`config.mk`:
```
export PLATFORM = sky130hd
export DESIGN_NAME = clock_divider_prog
export DESIGN_NICKNAME = d
export VERILOG_FILES = /design/src/rtl/clock_divider_prog.sv
export SDC_FILE = /design/constraint.sdc
export NUM_CORES = 1
export LEC_CHECK = 0
export BUFFER_PORTS_ARGS = -buffer_cell sky130_fd_sc_hd__buf_4
export CAP_MARGIN = 20
export CORE_ASPECT_RATIO = 2
export CORE_MARGIN = 1
export CORE_UTILIZATION = 55
export CTS_CLUSTER_SIZE = 10
export DETAILED_ROUTE_END_ITERATION = 7
export PLACE_DENSITY = 0.8
export SLEW_MARGIN = 5
export SYNTH_ARGS = -nofsm -noshare
export SYNTH_HDL_FRONTEND = slang
export SYNTH_SLANG_ARGS = --single-unit
```
`constraint.sdc`:
```
create_clock -name clk_i -period 3.84 [get_ports clk_i]
set_input_delay 0.768 -clock clk_i [delete_from_list [all_inputs] [get_ports clk_i]]
set_output_delay 0.768 -clock clk_i [all_outputs]
set_load 0.01 [all_outputs]
```
`src/rtl/clock_divider_prog.sv`:
```
`default_nettype none
// ============================================================================
// Module   : clock_divider_prog
// Brief    : Runtime-programmable integer clock divider (N = 2 .. 2^C_DIV_W-1)
//            with glitch-free ratio changes at period boundaries.
//            Optional macro CLKDIV_DUTY_ODD50_EN adds a negedge stage that
//            gives exact 50% duty for odd N.
// Revision : 1.0 - initial release
// ============================================================================
module clock_divider_prog #(
  parameter int TCQ       = 1,
  parameter int C_DIV_W   = 8,
  parameter int C_DIV_RST = 9
) (
  input  logic               clk_i,
  input  logic               rst_i,
  input  logic               en_i,
  input  logic [C_DIV_W-1:0] div_i,
  input  logic               div_load_i,
  output logic               div_ack_o,
  output logic               div_err_o,
  output logic [C_DIV_W-1:0] div_cur_o,
  output logic               tick_o,
  output logic               clk_div_o
);

  localparam logic [C_DIV_W-1:0] c_div_rst = C_DIV_RST[C_DIV_W-1:0];
  localparam logic [C_DIV_W-1:0] c_one     = {{(C_DIV_W-1){1'b0}}, 1'b1};
  localparam logic [C_DIV_W-1:0] c_two     = {{(C_DIV_W-2){1'b0}}, 2'b10};

  typedef enum logic [0:0] {
    S_PARK = 1'b0,
    S_RUN  = 1'b1
  } state_t;

  state_t             r_state;
  logic [C_DIV_W-1:0] r_cnt;
  logic [C_DIV_W-1:0] r_div_cur;
  logic [C_DIV_W-1:0] r_shadow;
  logic               r_pend;
  logic               r_pos_q;
  logic               r_tick;
  logic               r_ack;
  logic               r_err;

  logic               w_load_ok;
  logic               w_last;
  logic               w_apply;
  logic [C_DIV_W-1:0] w_div_next;
  logic [C_DIV_W-1:0] w_half_next;
  logic [C_DIV_W-1:0] w_cnt_next;
  logic               w_unused_tcq;

  assign w_unused_tcq = (TCQ != 0);

  assign w_load_ok = div_load_i && (div_i >= c_two);
  assign w_last    = (r_cnt == (r_div_cur - c_one));

  // Ratio may only change while parked or on the last cycle of a period.
  assign w_apply     = ((r_state == S_PARK) || w_last) && (w_load_ok || r_pend);
  assign w_div_next  = w_apply ? (w_load_ok ? div_i : r_shadow) : r_div_cur;
  assign w_half_next = w_div_next >> 1;
  assign w_cnt_next  = w_last ? '0 : (r_cnt + c_one);

  always_ff @(posedge clk_i or posedge rst_i) begin
    if (rst_i) begin
      r_state   <= S_PARK;
      r_cnt     <= '0;
      r_div_cur <= c_div_rst;
      r_shadow  <= c_div_rst;
      r_pend    <= 1'b0;
      r_pos_q   <= 1'b0;
      r_tick    <= 1'b0;
      r_ack     <= 1'b0;
      r_err     <= 1'b0;
    end else begin
      r_ack <= w_apply;
      r_err <= div_load_i && !w_load_ok;

      if (w_apply) begin
        r_div_cur <= w_div_next;
        r_pend    <= 1'b0;
      end else if (w_load_ok) begin
        r_shadow <= div_i;
        r_pend   <= 1'b1;
      end

      case (r_state)
        S_PARK: begin
          r_cnt <= '0;
          if (en_i) begin
            r_state <= S_RUN;
            r_pos_q <= 1'b1;
            r_tick  <= 1'b1;
          end else begin
            r_pos_q <= 1'b0;
            r_tick  <= 1'b0;
          end
        end
        S_RUN: begin
          if (!en_i) begin
            r_state <= S_PARK;
            r_cnt   <= '0;
            r_pos_q <= 1'b0;
            r_tick  <= 1'b0;
          end else begin
            // Outputs are computed for the upcoming count so they stay registered.
            r_cnt   <= w_cnt_next;
            r_pos_q <= (w_cnt_next < w_half_next);
            r_tick  <= (w_cnt_next == '0);
          end
        end
        default: begin
          r_state <= S_PARK;
          r_cnt   <= '0;
          r_pos_q <= 1'b0;
          r_tick  <= 1'b0;
        end
      endcase
    end
  end

`ifdef CLKDIV_DUTY_ODD50_EN
  logic r_neg_q;

  always_ff @(negedge clk_i or posedge rst_i) begin
    if (rst_i) begin
      r_neg_q <= 1'b0;
    end else begin
      r_neg_q <= r_pos_q;
    end
  end

  // Half-cycle stretch only for odd ratios; even ratios are already balanced.
  assign clk_div_o = r_div_cur[0] ? (r_pos_q | r_neg_q) : r_pos_q;
`else
  assign clk_div_o = r_pos_q;
`endif

  assign div_ack_o = r_ack;
  assign div_err_o = r_err;
  assign div_cur_o = r_div_cur;
  assign tick_o    = r_tick;

endmodule
`default_nettype wire

```
==> results of run 1 <==
-- final cells by class --
class	count	area [um2]
clock buffer	7	86.33
clock inverter	1	5.005
fill	245	999.7
inverter	10	37.54
multi-input combinational	139	1054
sequential	30	755.7
tap	31	38.79
timing repair buffer	31	252.7
-- kinds of logic after synthesis --
kind of cell	after synthesis
adder cells (fa/ha/maj)	8
XOR/XNOR	14
AO/OA/AOI/OAI	24
flip-flops	30
multiplexers	21
buffers and inverters	18
AND/OR/NAND/NOR	72
-- metrics by stage --
stage          total power, uW  instance area, um2  util (%)
2_1_floorplan            618.7                1894         -
3_3_place_gp             718.8                2106     65.21
3_5_place_dp             731.2                2106     65.21
4_1_cts                  997.6                2197     68.04
5_1_grt                   1047                2230     69.04
6_report                 998.5                2230     69.04
-- power groups by stage --
stage               Clock, uW  Sequential [uW]  Combinational (uW)
floorplan                   0              416                 202
global route              281              426                 340
CTS                       270              418                 310
detailed placement          0              424                 308
global placement            0              420                 299
finish                    267              420                 312
-- synth_stat cells (4+ instances only) --
cell / count
dfrtp_1: 26
nand2_1: 18
nor2_1: 18
mux2_2: 12
inv_1: 10
xnor2_1: 10
ha_1: 8
mux2i_1: 8
a21oi_1: 6
nand3_1: 6
or4_1: 5
dfstp_2: 4
or3_1: 4
xor2_1: 4
-- worst reg2reg max path, cell delays in order (launching register included) --
cell       delay (ns)
dfstp_2          0.59
inv_1            0.07
ha_1             0.20
or4_1            0.53
a211oi_2         0.25
a211oi_2         0.10
nor4_4           0.33
o21bai_2         0.14
buf_4            0.20
mux2i_1          0.13
ha_1             0.23
a21oi_1          0.15
nor2b_1          0.15
o2111ai_1        0.13
a221oi_2         0.25
-- timing repair --
item / CTS / global route
hold buffers: 0 / 0
endpoints found under the setup margin: 0 / 1
resized for setup: 0 / 1
-- flip-flops by register name, indices dropped and copies added, names as in the netlist --
register / count
r_cnt: 8
tick_o: 1
div_err_o: 1
div_ack_o: 1
r_shadow: 8
r_pend: 1
div_cur_o: 8
r_state: 1
clk_div_o: 1
-- final timing paths --
path                               from            to  slack, ns  depth (start not counted)
max                        div_cur_o[0]     clk_div_o       0.30                         14
min                               rst_i  div_cur_o[6]       0.43                          2
max reg2reg                div_cur_o[0]     clk_div_o       0.30                         14
min reg2reg                 r_shadow[1]   r_shadow[1]       0.50                          1
max in group asynchronous         rst_i   r_shadow[3]       2.90                          3
min in group clk_i          r_shadow[1]   r_shadow[1]       0.50                          1
-- routing by layer --
| layer | vias to the layer above | global-route usage (%) | part of all wire [%] |
|---|---|---|---|
| met2 | 37 | 52.48 | 60 |
| met5 | - | 0 | 0 |
| met3 | 8 | 5.106 | 2.9 |
| li1 | 720 | - | - |
| met4 | 0 | 12.78 | 2.4 |
| met1 | 771 | 28.41 | 35 |
==> results.py, run 1 <==
metrics = {
    "outcome": {
        "status": "finished, violations left",
        "violations": "design-rule violations",
    },
    "global_routing": {
        "grt_antenna_before_repair": 0,
        "grt_pass1_wl_mm": 7.458,
        "grt_max_degree": 31,
        "overflow": 0,
        "grt_usage_pct": 28.06,
        "first_global_vias": 1576,
    },
    "power": {
        "peakVddDrop_v": 0.0003574,
        "power_frac_clock_pct": 26.8,
        "switchingPower_uw": 331.3,
        "pwr-share-seq_pct": 42.0,
        "swShare_pct": 33.18,
        "p_per_area_mw_per_mm2": 447.8,
        "p_int_uw": 667.2,
        "p_leak_uw": 0.001057,
        "p_comb_share_pct": 31.2,
    },
    "clock_network": {
        "cts_buffers": 5,
        "clock_latency_ns": 0.29,
        "htreeDepth": 2,
        "cts_buffer_depth": 2,
        "clockRootBuffer": "clkbuf_8",
        "clkTransAtPathRegs_ns": 0.07,
        "cts_setup_buffers": 0,
        "tritoncts": "done",
        "clock-sinks": 30,
    },
    "drt": {
        "drc_errors": 2,
        "postRouteWirelength_mm": 4.562,
        "ant_nets": 0,
        "drtIter0Drc": 54,
        "drt_pass1_iterations": 6,
        "vias": 1536,
        "route.detailed.wl_per_inst_um": 18.32,
        "avgViaCountPerCell": 6.169,
    },
    "synthesis": {
        "synth.top_cell.area_share_pct": 34.35,
        "syn_inst": 187,
        "synth.avg_cell_area_um2": 10.13,
        "synth_edf_count": 0,
        "synthXorXnorAreaFrac_pct": 6.473,
        "synth_fa_ha_area_share_pct": 5.284,
        "ys_seq_area_share_pct": 39.89,
        "ys_warn_count": 0,
        "synth_ff_type": "dfrtp_1",
        "async_flop_share_pct": 100.0,
        "netlist_area_mm2": 0.001894,
        "synth_compound_area_share_pct": 11.10,
        "synth_area_leaders": "dfrtp_1 34%, mux2_2 7.1%, dfstp_2 5.5%, ha_1 5.3%, xnor2_1 4.6%",
        "yosys.area.top_type": "dfrtp_1",
        "synth.distinct_cells": 46,
        "synth.net_count": 207,
        "ys_ff_latch": 30,
        "synthMuxAreaShare_pct": 12.15,
        "synth_top_family_by_area": "simple AND/OR/NAND/NOR gates",
        "synthSimpleGateAreaFrac_pct": 20.34,
    },
    "setup_path": {
        "crit_fanout": 7,
        "crit_path_start_kind": "flop",
        "max_stage_delay_ns": 0.59,
        "critPathTopFamily": "simple AND/OR/NAND/NOR gates",
        "worstSetupPathType": "flop to flop",
        "crit_required_ns": 4.05,
        "cp.buffers_inverters": 2,
        "worstPathArrival_ns": 3.75,
        "crit_path_cell_trace": "inv_1 > ha_1 > or4_1 > a211oi_2 > a211oi_2 > nor4_4 > o21bai_2 > buf_4 > mux2i_1 > ha_1 > a21oi_1 > nor2b_1 > o2111ai_1 > a221oi_2",
        "end_kind": "flop",
        "crit_slowest_cell": "dfstp_2",
    },
    "sta": {
        "fin_crit_ns": 3.543,
        "worst_slew_pin_slew_ns": 0.3850,
        "skew_ns": 0.007468,
        "fin_ws_ns": 0.2974,
        "timing.fmax_mhz": 282.3,
        "hold_violations": 0,
        "rsz0062_at_grt": "no",
        "report.final.slew_viol_count": 0,
        "setup_viol": 0,
        "timing.final.crit_share_pct": 92.26,
        "fin_setup_tns_ns": 0,
        "slew_headroom_pct": 74.28,
        "whs_ns": 0.4281,
    },
    "floorplan": {
        "dieArea_mm2": 0.003697,
        "die_x_um": 43.50,
        "num_rows": 29,
        "fp.dieH_um": 85.00,
        "core_region_area_mm2": 0.003229,
        "start_util_pct": 58.66,
        "ios": 24,
    },
    "layout": {
        "antenna_cells": 0,
        "syn2layout_area_growth_pct": 17.70,
        "stdcell_count": 249,
        "final_common_cell": "buf_4",
        "final_nets": 237,
        "final_layout_size_suffix_gt1_share_pct": 30.28,
        "mostFrequentLayoutCells": "30 x buf_4, 26 x dfrtp_1, 18 x nand2_1, 18 x nor2_1, 12 x mux2_2",
    },
    "placed_design": {
        "dp_hpwl_mm": 3.470,
        "place_ws_ns": 0.2854,
        "dp.cells": 240,
        "port_buffers": 23,
        "gp_congestion": 0.8545,
    },
    "job": {
        "timing.max_cap.violations": 0,
    },
    "hold_path": {
        "hold_path_class": "primary input to async pin",
    },
}
(Power assumes the default switching activity.)
==> run 2: changes to the inputs <==
- ABC_AREA: default -> 1
- ABC_CLOCK_PERIOD_IN_PS: default -> 3840
- PLACE_DENSITY: 0.8 -> 0.81
==> results.py, run 2 <==
metrics = {
    "outcome": {
        "status": "completed",
    },
    "clock_network": {
        "cts_hold_buf": 0,
        "clock-sinks": 30,
        "clockRootBuffer": "clkbuf_8",
        "cts_buffers": 5,
        "htreeDepth": 2,
        "clkTransAtPathRegs_ns": 0.07,
        "cts_setup_buffers": 0,
        "clock_latency_ns": 0.29,
        "cts_resized": 0,
        "cts_buffer_depth": 2,
        "tritoncts": "done",
    },
    "sta": {
        "timing.final.crit_share_pct": 81.83,
        "setup_viol": 0,
        "timing.fmax_mhz": 318.2,
        "report.final.slew_viol_count": 0,
        "skew_ns": 0.009684,
        "hold_violations": 0,
        "slew_headroom_pct": 46.18,
        "fin_ws_ns": 0.6977,
        "rsz0062_at_grt": "no",
        "fin_crit_ns": 3.142,
        "fin_setup_tns_ns": 0,
        "worst_slew_pin_slew_ns": 0.8065,
    },
    "floorplan": {
        "ios": 24,
        "dieArea_mm2": 0.003553,
        "core_region_area_mm2": 0.003157,
        "num_rows": 29,
        "start_util_pct": 57.59,
        "die_x_um": 42.66,
        "fp.dieH_um": 83.31,
    },
    "global_routing": {
        "grt_pass1_wl_mm": 6.520,
        "first_global_vias": 1538,
        "grt_max_degree": 27,
        "overflow": 0,
        "grt_antenna_before_repair": 0,
        "grt_usage_pct": 24.95,
    },
    "setup_path": {
        "crit_fanout": 26,
        "worstSetupPathType": "flop to flop",
        "crit_path_cell_trace": "inv_2 > ha_1 > or2_1 > nand3_1 > nor2_1 > nand2_1 > nor2_4 > nand2_4 > nand2_4 > nand2_4 > inv_2 > or2_1 > o21ai_1 > ha_1 > a21oi_1 > nor2_1 > nor3b_2 > nand2_1 > a21oi_2",
        "worstPathArrival_ns": 3.37,
        "crit_slowest_cell": "dfstp_2",
        "startpoint": "div_cur_o[0]",
        "max_stage_delay_ns": 0.55,
        "r2r_setup_slack_ns": 0.70,
        "rr_startpoint": "div_cur_o[0]",
        "crit_required_ns": 4.07,
        "crit_path_start_kind": "flop",
        "end_kind": "flop",
        "crit_path_frequent_cell": "nand2_4",
        "critPathCapture": "clk_div_o",
        "r2r_cells": 19,
        "regToRegEndpoint": "clk_div_o",
    },
    "layout": {
        "nFillCells": 268,
        "antenna_cells": 0,
        "multi_input_area_um2": 888.4,
        "final_common_cell": "nand2_1",
        "syn2layout_area_growth_pct": 15.90,
        "fin_area_mm2": 0.002107,
        "final_nets": 293,
        "stdcell_count": 305,
        "regArea_um2": 755.7,
        "mostFrequentLayoutCells": "65 x nand2_1, 34 x inv_1, 26 x dfrtp_1",
        "final_layout_size_suffix_gt1_share_pct": 20.80,
    },
    "drt": {
        "avgViaCountPerCell": 5.207,
        "route.detailed.wl_per_inst_um": 12.46,
        "drt_pass1_iterations": 4,
        "drc_errors": 0,
        "postRouteWirelength_mm": 3.799,
        "vias": 1588,
        "drtIter0Drc": 33,
        "ant_nets": 0,
    },
    "placed_design": {
        "place_ws_ns": 0.7283,
        "port_buffers": 23,
        "place_area_mm2": 0.002024,
        "dp_hpwl_mm": 3.072,
        "gp_congestion": 0.8135,
        "dp.cells": 297,
    },
    "synthesis": {
        "synth_area_leaders": "dfrtp_1 36%, nand2_1 13%, inv_1 7.0%, o21ai_0 6.6%, dfstp_2 5.8%",
        "synth.net_count": 265,
        "netlist_area_mm2": 0.001818,
        "synth.top_cell.area_share_pct": 35.79,
        "synth.avg_cell_area_um2": 7.420,
        "ys_warn_count": 0,
        "async_flop_share_pct": 100.0,
        "yosys.area.top_type": "dfrtp_1",
        "ys_seq_area_share_pct": 41.57,
        "ys_ff_latch": 30,
        "synth_ff_type": "dfrtp_1",
        "synth.distinct_cells": 30,
        "synth_edf_count": 0,
        "syn_inst": 245,
        "synth_commonest_cells": "65 x nand2_1, 34 x inv_1, 26 x dfrtp_1",
        "synth_most_common_cell": "nand2_1",
    },
    "power": {
        "peakVddDrop_v": 0.0003898,
        "p_comb_share_pct": 24.9,
        "power_frac_clock_pct": 29.7,
        "p_leak_uw": 0.001134,
        "switchingPower_uw": 267.8,
        "swShare_pct": 32.39,
        "p_int_uw": 559.1,
        "p_per_area_mw_per_mm2": 392.4,
        "pwr-share-seq_pct": 45.4,
        "total_power_uw": 826.9,
    },
    "hold_path": {
        "hold_path_class": "flop to flop",
    },
    "job": {
        "timing.max_cap.violations": 0,
    },
}
## run 2: cell count changes in the layout (fill, tap and decap cells not counted), sizes merged, moves of 4 or more
cell	previous run	this run
inv	10	43
nand2	18	70
o21ai	3	27
nor2	18	26
or3	5	0
mux2	13	0
or4	5	0
buf	31	24
xnor2	10	4
nand3	6	11
mux2i	8	0
nor4	5	1
## run 2: critical path: cells and delay by family (launching register included)
family	cells	cell delay (ns)
fa+ha+maj	2	0.58
buf+inv	2	0.17
simple gates	12	1.36
flops	1	0.55
compound gates	3	0.39
## run 2: cells by family after synthesis
kind of cell	after synthesis	share of synthesized area (%)
flip-flops	30	41.57
XOR/XNOR	7	3.372
adder cells (fa/ha/maj)	8	5.506
AO/OA/AOI/OAI	34	9.704
buffers and inverters	46	9.566
AND/OR/NAND/NOR	120	30.28
## run 2: metrics by stage
stage                     utilization (%)  hold slack (ns)
final                               66.75           0.4976
after global routing                66.75           0.5406
after CTS                           66.75           0.4992
after detailed placement            64.13           0.4804
after global placement              64.13           0.4677
after floorplan                         -           0.4476
## run 2: final cells by class
class                           instances  share of cell area, %
Sequential cell                        30                  35.87
Multi-Input combinational cell        169                  42.16
Clock buffer                            6                  3.444
Timing Repair Buffer                   24                  8.551
Inverter                               43                  7.660
Tap cell                               31                  1.841
Clock inverter                          2                 0.4751
## run 2: power groups by stage
| stage | registers, uW | logic, uW | clock network, uW |
|---|---|---|---|
| floorplan | 384 | 132 | 0 |
| global placement | 380 | 203 | 0 |
| global route | 379 | 236 | 261 |
| detailed placement | 382 | 207 | 0 |
| finish | 375 | 206 | 246 |
| CTS | 376 | 208 | 249 |
## run 2: how the worst min path moves through the flow
stage,from,endpoint,slack [ns],cells past startpoint
2_1_floorplan,r_shadow[1],r_shadow[1],0.45,2
4_1_cts,r_shadow[1],r_shadow[1],0.50,2
3_3_place_gp,r_shadow[1],r_shadow[1],0.47,2
3_5_place_dp,r_shadow[1],r_shadow[1],0.48,2
6_report,r_shadow[1],r_shadow[1],0.50,2
5_1_grt,r_shadow[3],r_shadow[3],0.54,2
## run 2: per-layer routing
layer / part of all wire [%] / global-route usage [%] / up-vias
met2: 57 / 45.59 / 29
li1: - / - / 815
met1: 36 / 23.44 / 732
met5: 0 / 0 / -
met3: 2.5 / 4.783 / 12
met4: 3.9 / 15.91 / 0
==> run 3: changes to the inputs <==
- ABC_AREA: 1 -> 0
- ABC_CLOCK_PERIOD_IN_PS: 3840 -> 2500
- CORE_UTILIZATION: 55 -> 52
- PLACE_DENSITY: 0.81 -> 0.8
- clock period: 3.84 -> 2.5 ns (I/O delays scaled with it)
==> results.py, run 3 (synthesis results as in run 1) <==
metrics = {
    "sta": {
        "worst_slew_pin_slew_ns": 0.5357,
        "slew_headroom_pct": 63.96,
        "report.final.slew_viol_count": 0,
        "skew_ns": 0.01096,
        "hold_violations": 0,
        "fin_ws_ns": -0.7749,
        "fin_setup_tns_ns": -4.375,
        "setup_viol": 23,
        "rsz0062_at_grt": "yes",
        "timing.final.crit_share_pct": 131.0,
        "timing.fmax_mhz": 305.4,
        "fin_crit_ns": 3.275,
    },
    "power": {
        "p_comb_share_pct": 43.4,
        "swShare_pct": 32.45,
        "p_per_area_mw_per_mm2": 679.1,
        "switchingPower_uw": 623.1,
        "pwr-share-seq_pct": 31.8,
        "peakVddDrop_v": 0.0006682,
        "p_leak_uw": 0.001381,
        "power_frac_clock_pct": 24.9,
        "p_int_uw": 1297,
    },
    "global_routing": {
        "first_global_vias": 1954,
        "grt_usage_pct": 34.65,
        "grt_antenna_before_repair": 0,
        "grt_max_degree": 31,
        "grt_pass1_wl_mm": 9.597,
        "overflow": 0,
    },
    "drt": {
        "drc_errors": 0,
        "ant_nets": 0,
        "drtIter0Drc": 58,
        "avgViaCountPerCell": 5.704,
        "route.detailed.wl_per_inst_um": 19.10,
        "vias": 1814,
        "drt_pass1_iterations": 4,
        "postRouteWirelength_mm": 6.074,
    },
    "layout": {
        "antenna_cells": 0,
        "mostFrequentLayoutCells": "71 x buf_4, 26 x dfrtp_1, 18 x nand2_1",
        "final_nets": 289,
        "nFillCells": 180,
        "final_layout_size_suffix_gt1_share_pct": 51.48,
        "final_common_cell": "buf_4",
        "syn2layout_area_growth_pct": 49.27,
    },
    "clock_network": {
        "tritoncts": "done",
        "clock_latency_ns": 0.29,
        "cts_hold_buf": 0,
        "clkTransAtPathRegs_ns": 0.07,
        "clockRootBuffer": "clkbuf_8",
        "cts_buffer_depth": 2,
        "cts_buffers": 5,
        "htreeDepth": 2,
        "clock-sinks": 30,
    },
    "floorplan": {
        "fp.dieH_um": 87.36,
        "start_util_pct": 55.46,
        "ios": 24,
        "die_x_um": 44.68,
        "core_region_area_mm2": 0.003416,
        "num_rows": 30,
        "dieArea_mm2": 0.003903,
    },
    "placed_design": {
        "dp_hpwl_mm": 4.027,
        "gp_congestion": 0.9768,
        "port_buffers": 23,
        "place_ws_ns": -0.7651,
    },
    "setup_path": {
        "end_kind": "flop",
        "worstPathArrival_ns": 3.47,
        "crit_path_start_kind": "flop",
        "crit_fanout": 6,
        "crit_required_ns": 2.69,
        "worstSetupPathType": "flop to flop",
    },
    "outcome": {
        "status": "finished, violations left",
        "violations": "negative setup slack",
    },
    "hold_path": {
        "hold_path_class": "primary input to async pin",
    },
    "job": {
        "timing.max_cap.violations": 0,
    },
}
## run 3: final timing paths
check                        startpoint           to  slack [ns]  depth (start not counted)
min                               rst_i     r_cnt[4]        0.28                          3
max in group asynchronous         rst_i  r_shadow[3]        1.89                          3
max reg2reg                div_cur_o[0]    clk_div_o       -0.77                         14
min in group clk_i                 en_i      r_state        0.34                          1
max                        div_cur_o[0]    clk_div_o       -0.77                         14
min reg2reg                 r_shadow[5]  r_shadow[5]        0.52                          1
## run 3: critical path, cell delays in order (launching register included)
cell and delay, ns:
dfstp_2 0.38, buf_6 0.12, or2_4 0.22, or4_4 0.51, a211oi_2 0.23, a211oi_2 0.11, nor4_4 0.25, o21bai_4 0.13
buf_6 0.16, mux2i_1 0.13, ha_1 0.22, a21o_1 0.20, a21oi_1 0.16, o21ai_1 0.10, a221oi_2 0.27
## run 3: area by class of cell
cell class	count	area [um2]	area share (%)
Clock buffer	5	68.82	2.434
Clock inverter	3	40.04	1.416
Inverter	10	37.54	1.327
Multi-Input combinational cell	139	1194	42.21
Sequential cell	30	755.7	26.73
Tap cell	48	60.06	2.124
Timing Repair Buffer	83	671.9	23.76
## run 3: repair_timing
action / in CTS / in global routing
pin swaps: 13 / 8
endpoints found under the setup margin: 25 / 28
gates resized for setup: 27 / 9
setup buffers: 11 / 2
## run 3: metal layers
metal	share of wire, %	global-route usage (%)	wire [um]	up-vias
met5	0	0	0	-
met4	6.3	23.69	384	0
met3	3.2	4.564	197	26
met2	56	61.90	3422	55
met1	34	35.13	2070	902
li1	-	-	-	831
## run 3: power groups by stage
stage               logic, uW  clock network (uW)  registers [uW]
finish                    833                 478             610
global route              885                 499             617
CTS                       779                 478             608
detailed placement        693                   0             612
global placement          672                   0             608
floorplan                 345                   0             642
## run 3: metrics by stage
| step | utilization (%) | area, um2 | instances | hold slack (ns) | power (uW) |
|---|---|---|---|---|---|
| after global routing | 82.78 | 2828 | 318 | 0.3181 | 2001 |
| final | 82.78 | 2828 | 318 | 0.2841 | 1920 |
| after detailed placement | 72.89 | 2490 | 298 | 0.4955 | 1305 |
| after CTS | 81.65 | 2789 | 317 | 0.2981 | 1865 |
| after global placement | 72.89 | 2490 | 298 | 0.4751 | 1280 |
| after floorplan | - | 1962 | 187 | 0.4668 | 986.4 |
